### config.mk
export PLATFORM = sky130hd
export DESIGN_NAME = encode
export DESIGN_NICKNAME = d
export VERILOG_FILES = /design/src/rtl/rv32_pkg.sv /design/src/rtl/encode_fifo.sv /design/src/rtl/encode.sv
export SDC_FILE = /design/constraint.sdc
export NUM_CORES = 1
export LEC_CHECK = 0
export BUFFER_PORTS_ARGS = -buffer_cell sky130_fd_sc_hd__buf_4
export CELL_PAD_IN_SITES_DETAIL_PLACEMENT = 1
export CELL_PAD_IN_SITES_GLOBAL_PLACEMENT = 1
export CORE_ASPECT_RATIO = 0.5
export CORE_MARGIN = 1.5
export CORE_UTILIZATION = 41
export CTS_CLUSTER_SIZE = 24
export DETAILED_ROUTE_END_ITERATION = 12
export PLACE_DENSITY = 0.85
export SLEW_MARGIN = 40
export SYNTH_ARGS = -nofsm -noshare
export SYNTH_HDL_FRONTEND = slang
export SYNTH_HIERARCHICAL = 1
export SYNTH_SLANG_ARGS = --single-unit
### constraint.sdc
create_clock -name clk -period 4.4 [get_ports clk]
set_clock_uncertainty 0.2 [all_clocks]
set_input_delay 0.88 -clock clk [delete_from_list [all_inputs] [get_ports clk]]
set_output_delay 0.88 -clock clk [all_outputs]
set_load 0.05 [all_outputs]
### src/rtl/rv32_pkg.sv
// Shared RV32I instruction-format definitions used by decode and encode.
package rv32_pkg;

    typedef enum logic [2:0] {
        TYPE_R,
        TYPE_I,
        TYPE_S,
        TYPE_B,
        TYPE_U,
        TYPE_J,
        TYPE_ERROR
    } inst_type_e;

    localparam logic [6:0] OPC_OP     = 7'b0110011;
    localparam logic [6:0] OPC_OP_IMM = 7'b0010011;
    localparam logic [6:0] OPC_LOAD   = 7'b0000011;
    localparam logic [6:0] OPC_JALR   = 7'b1100111;
    localparam logic [6:0] OPC_SYSTEM = 7'b1110011;
    localparam logic [6:0] OPC_STORE  = 7'b0100011;
    localparam logic [6:0] OPC_BRANCH = 7'b1100011;
    localparam logic [6:0] OPC_LUI    = 7'b0110111;
    localparam logic [6:0] OPC_AUIPC  = 7'b0010111;
    localparam logic [6:0] OPC_JAL    = 7'b1101111;

    // Width of one buffered encoder beat: {error, word}.
    localparam int unsigned ENC_BEAT_WIDTH = 33;

    // Opcode-to-format table shared with decode.
    function automatic inst_type_e classify(input logic [6:0] opcode);
        inst_type_e t;
        case (opcode)
            OPC_OP:                                       t = TYPE_R;
            OPC_OP_IMM, OPC_LOAD, OPC_JALR, OPC_SYSTEM:   t = TYPE_I;
            OPC_STORE:                                    t = TYPE_S;
            OPC_BRANCH:                                   t = TYPE_B;
            OPC_LUI, OPC_AUIPC:                           t = TYPE_U;
            OPC_JAL:                                      t = TYPE_J;
            default:                                      t = TYPE_ERROR;
        endcase
        return t;
    endfunction

endpackage

### src/rtl/encode_fifo.sv
// Two-entry in-order buffer; head entry is always presented on head_data.
module encode_fifo #(
    parameter int unsigned WIDTH = 33
) (
    input  logic             clk,
    input  logic             rst,
    input  logic             clk_en,
    input  logic             push,
    input  logic [WIDTH-1:0] push_data,
    input  logic             pop,
    output logic [WIDTH-1:0] head_data,
    output logic             full,
    output logic             empty
);

    logic [WIDTH-1:0] mem [2];
    logic             wr_ptr;
    logic             rd_ptr;
    logic [1:0]       count;
    logic             do_push;
    logic             do_pop;

    assign full    = (count == 2'd2);
    assign empty   = (count == 2'd0);
    assign do_push = clk_en & push & ~full;
    assign do_pop  = clk_en & pop & ~empty;
    assign head_data = mem[rd_ptr];

    // Storage, 1-bit wrapping pointers and occupancy; reset wins over push/pop.
    always_ff @(posedge clk) begin
        if (rst) begin
            for (int unsigned i = 0; i < 2; i++) begin
                mem[i] <= '0;
            end
            wr_ptr <= 1'b0;
            rd_ptr <= 1'b0;
            count  <= '0;
        end else begin
            if (do_push) begin
                mem[wr_ptr] <= push_data;
                wr_ptr      <= ~wr_ptr;
            end
            if (do_pop) begin
                rd_ptr <= ~rd_ptr;
            end
            case ({do_push, do_pop})
                2'b10:   count <= count + 2'd1;
                2'b01:   count <= count - 2'd1;
                default: count <= count;
            endcase
        end
    end

endmodule

### src/rtl/encode.sv
// RV32I instruction encoder: packs decoded fields into a 32-bit word,
// flags unencodable beats, and buffers results in a 2-entry FIFO.
module encode
    import rv32_pkg::*;
(
    input  logic        clk,
    input  logic        rst,
    input  logic        clk_en,
    input  logic [6:0]  i_opcode,
    input  logic [7:0]  i_funct7,
    input  logic [2:0]  i_funct3,
    input  logic [4:0]  i_rs1,
    input  logic [4:0]  i_rs2,
    input  logic [4:0]  i_rd,
    input  logic [31:0] i_imm,
    input  logic        i_valid,
    output logic        o_ready,
    output logic [31:0] o_instruction,
    output logic        o_error,
    output logic        o_valid,
    input  logic        i_ready,
    output logic [7:0]  o_err_count
);

    inst_type_e                inst_type;
    logic [31:0]               word;
    logic                      enc_err;
    logic [ENC_BEAT_WIDTH-1:0] beat;
    logic [ENC_BEAT_WIDTH-1:0] head;
    logic                      full;
    logic                      empty;
    logic                      accept;
    logic                      unused_funct7_msb;

    assign unused_funct7_msb = i_funct7[7];

    // Format packing and immediate range checks.
    always_comb begin
        inst_type = classify(i_opcode);
        word      = '0;
        enc_err   = 1'b0;
        case (inst_type)
            TYPE_R: begin
                word = {i_funct7[6:0], i_rs2, i_rs1, i_funct3, i_rd, i_opcode};
            end
            TYPE_I: begin
                word    = {i_imm[11:0], i_rs1, i_funct3, i_rd, i_opcode};
                enc_err = (i_imm[31:11] != {21{i_imm[11]}});
            end
            TYPE_S: begin
                word    = {i_imm[11:5], i_rs2, i_rs1, i_funct3, i_imm[4:0], i_opcode};
                enc_err = (i_imm[31:11] != {21{i_imm[11]}});
            end
            TYPE_B: begin
                word    = {i_imm[12], i_imm[10:5], i_rs2, i_rs1, i_funct3,
                           i_imm[4:1], i_imm[11], i_opcode};
                enc_err = (i_imm[31:12] != {20{i_imm[12]}}) | i_imm[0];
            end
            TYPE_U: begin
                word    = {i_imm[31:12], i_rd, i_opcode};
                enc_err = (i_imm[11:0] != 12'h000);
            end
            TYPE_J: begin
                word    = {i_imm[20], i_imm[10:1], i_imm[11], i_imm[19:12], i_rd, i_opcode};
                enc_err = (i_imm[31:20] != {12{i_imm[20]}}) | i_imm[0];
            end
            default: begin
                enc_err = 1'b1;
            end
        endcase
        beat = enc_err ? {1'b1, 32'h0} : {1'b0, word};
    end

    assign accept = clk_en & i_valid & ~full;

    encode_fifo #(
        .WIDTH(ENC_BEAT_WIDTH)
    ) u_fifo (
        .clk       (clk),
        .rst       (rst),
        .clk_en    (clk_en),
        .push      (i_valid),
        .push_data (beat),
        .pop       (i_ready),
        .head_data (head),
        .full      (full),
        .empty     (empty)
    );

    assign o_ready       = ~full;
    assign o_valid       = ~empty;
    assign o_error       = head[32];
    assign o_instruction = head[31:0];

    // Saturating count of error beats accepted at the input.
    always_ff @(posedge clk) begin
        if (rst) begin
            o_err_count <= '0;
        end else if (accept && beat[32] && (o_err_count != 8'hFF)) begin
            o_err_count <= o_err_count + 8'd1;
        end
    end

endmodule

==> out/qor.yml <==
synthesis:
  yosys_register_bits: 79
  synth_top_area_share_pct: 44.0
  ys_seq_area_share_pct: 49.8
  synth_edf_count: 66
  synthTopCellsByArea: "edfxtp_1 (44%), mux2_2 (10%), and2_1 (9.3%)"
  ys_warn_count: 6
  synthDistinctLibCells: 54
  yosys_most_used_dff: "edfxtp_1"
  syn_avg_cell_area_um2: 10.9
  synth_area_um2: 4500
  synthCells: 411
  synth_nets: 484
  synth_top_cell_by_area: "edfxtp_1"
  async_reset_ff_share_pct: 0
grt:
  grt_pass1_vias: 3921
  overflow: 0
  antenna_found_initial: 0
  grt_use_total_pct: 23.7
  grt_max_degree: 35
  grt_pass1_wl_um: 20800
placement:
  dp.cells: 653
  dp_hpwl_um: 9060
  port_buffers: 111
  gp_congestion: 0.831
  placed_area_um2: 5500
timing:
  fmax_mhz: 260
  rsz0062_at_grt: "false"
  timing.final.max_slew_violations: 0
  hold_viol_final: 0
  fin_crit_sh_pct: 87.5
  tns_ns: 0
  worstMarginPinSlew_ns: 0.706
  fin_crit_ns: 3.85
  setup_violations: 0
  slew_headroom_pct: 52.9
  whs_ns: 0.333
cts:
  path_clk_slew_ns: 0.06
  hold_buffers: 0
  htree_levels: 3
  clkSinkCount: 79
  post_cts_buffers: 0
  cts_max_path_buffers: 2
  cts_buffers: 9
  cts-root-buf: "clkbuf_16"
  cts.repair.resized: 0
  worstSkewPairLatency_ns: 0.34
  cts_tree: "done"
final_layout:
  fillers: 1135
  seqCellArea_um2: 2240
  instances_no_fill: 669
  num_antenna_cells: 0
  layout-drive-gt1-share_pct: 35.7
  final_cell_area_um2: 5820
  multi_input_area_um2: 2120
  synthToLayoutAreaGrowth_pct: 29.3
  layout.nets: 597
route:
  vias: 3715
  drtPass1Iterations: 7
  routed_wl_um: 13200
  viasPerCell: 5.55
  detail-route-antenna-nets: 0
  drt_drc_violations_left: 0
  drt-initial-drc-count: 301
  wl_per_cell_um: 19.8
setup_path:
  critPathRequiredTime_ns: 4.30
  cpPeakStageDelay_ns: 0.36
  crit_chain: "buf_4 > nand3b_1 > nor3_1 > inv_1 > ha_1 > nor4_4 > a21oi_1 > a311o_1 > o311a_1 > nand2_2 > buf_4 > nor2_1 > and2_1"
  critPathMaxFanout: 18
  critPathLaunchType: "input port"
  cpMaxStageDelayCell: "nor3_1"
  endpoint_kind: "flop"
  crit_path_frequent_cell: "buf_4"
  worst-setup-path-type: "in2reg"
  cp_data_arrival_time_ns: 3.75
floorplanning:
  core_area_um2: 10400
  die_width_um: 151
  initial_core_util_pct: 43.1
  rows: 26
  io_pins: 113
  die_area_um2: 11600
  die_y_um: 77.1
power_and_ir_drop:
  power_mw: 2.03
  powerDensity_nw_per_um2: 348
  irDropWorstVdd_mv: 0.174
  leakage_nw: 2.33
job:
  maxCapViolations: 0
outcome:
  outcome: "finished, final reports clean"
hold_path:
  hold_class: "reg2reg"
==> cells in the mapped netlist, drive strengths merged (7+ instances only) <==
library cell / instances
and2: 68
edfxtp: 66
nor2: 42
mux2: 40
a21oi: 14
dfxtp: 13
nand3: 13
inv: 12
a222oi: 11
buf: 11
nor2b: 11
clkbuf: 9
nand2: 9
and3: 8
mux2i: 8
o21ai: 8
nor4: 7
==> sequential cells by signal (all words and copies together), names as in the netlist, named ones only <==
name,count
u_fifo/mem,66
o_err_count,8
u_fifo/rd_ptr,1
u_fifo/wr_ptr,1
u_fifo/count,2
==> path summary, 6_finish.rpt <==
check             startpoint           endpoint  slack (ns)  depth (start not counted)
max reg2reg  u_fifo/count[0]  u_fifo/mem[1][17]        2.12                          4
max              i_opcode[3]   u_fifo/mem[0][8]        0.55                         13
min reg2reg  u_fifo/count[1]    u_fifo/count[1]        0.33                          2
min          u_fifo/count[1]    u_fifo/count[1]        0.33                          2
==> final cells by class <==
class / count / share of cell area, %
well taps: 140 / 3.01
multi-input cells: 300 / 36.5
clock buffers: 9 / 3.87
repair buffers: 122 / 15.7
flip-flops and latches: 79 / 38.6
inverters: 12 / 0.775
clock inverters: 7 / 1.51
==> cell usage in the layout (no fill, tap or decap), types with 4 or more instances in the layout <==
| cell type | count |
|---|---|
| nand3_1 | 13 |
| clkbuf_16 | 9 |
| nand4_1 | 6 |
| nor4_1 | 5 |
| edfxtp_1 | 66 |
| and3_1 | 8 |
| mux2_2 | 40 |
| nor2_1 | 42 |
| o21ai_0 | 7 |
| a222oi_1 | 11 |
| nor3_1 | 6 |
| a21oi_1 | 13 |
| nand2_1 | 8 |
| and2_1 | 67 |
| nor2b_1 | 10 |
| dfxtp_1 | 13 |
| mux2i_1 | 8 |
| inv_1 | 12 |
| a22oi_1 | 6 |
| or3_1 | 4 |
| buf_4 | 122 |
==> power by group <==
part / total [mW] / internal [mW] / switching [mW]
Sequential: 0.860 / 0.845 / 0.0149
Combinational: 0.373 / 0.136 / 0.237
Clock: 0.793 / 0.492 / 0.301
Total: 2.03 / 1.47 / 0.553
==> cell families (layout without fill, tap and decap cells) <==
kind of cell | after synthesis | count (layout) | synth area share (%)
fa+ha+maj | 3 | 3 | 0.834
buf+inv | 32 | 150 | 3.09
xor+xnor | 3 | 3 | 0.584
simple gates | 192 | 192 | 25.2
flops | 79 | 79 | 49.8
mux | 48 | 48 | 11.8
compound gates | 54 | 54 | 8.65
==> stage by stage <==
step | utilization (%) | setup slack, ns
2_1_floorplan | - | 0.305
3_3_place_gp | 52.6 | 0.401
3_5_place_dp | 52.6 | 0.299
4_1_cts | 55.6 | 0.574
6_report | 55.7 | 0.549
5_1_grt | 55.7 | 0.354
==> per-layer routing <==
layer,vias to the layer above,GRT usage (%),part of all wire (%)
met5,-,0,0
met4,0,6.89,2.1
met3,27,5.48,4.4
met2,100,40.9,51
met1,1840,29.5,42
li1,1748,-,-
==> worst max-delay path, delay by kind of cell <==
family	cells	cell delay (ns)
AO/OA/AOI/OAI	3	0.72
AND/OR/NAND/NOR	6	1.37
adder cells (fa/ha/maj)	1	0.30
buffers and inverters	3	0.45
(Power assumes the default switching activity.)
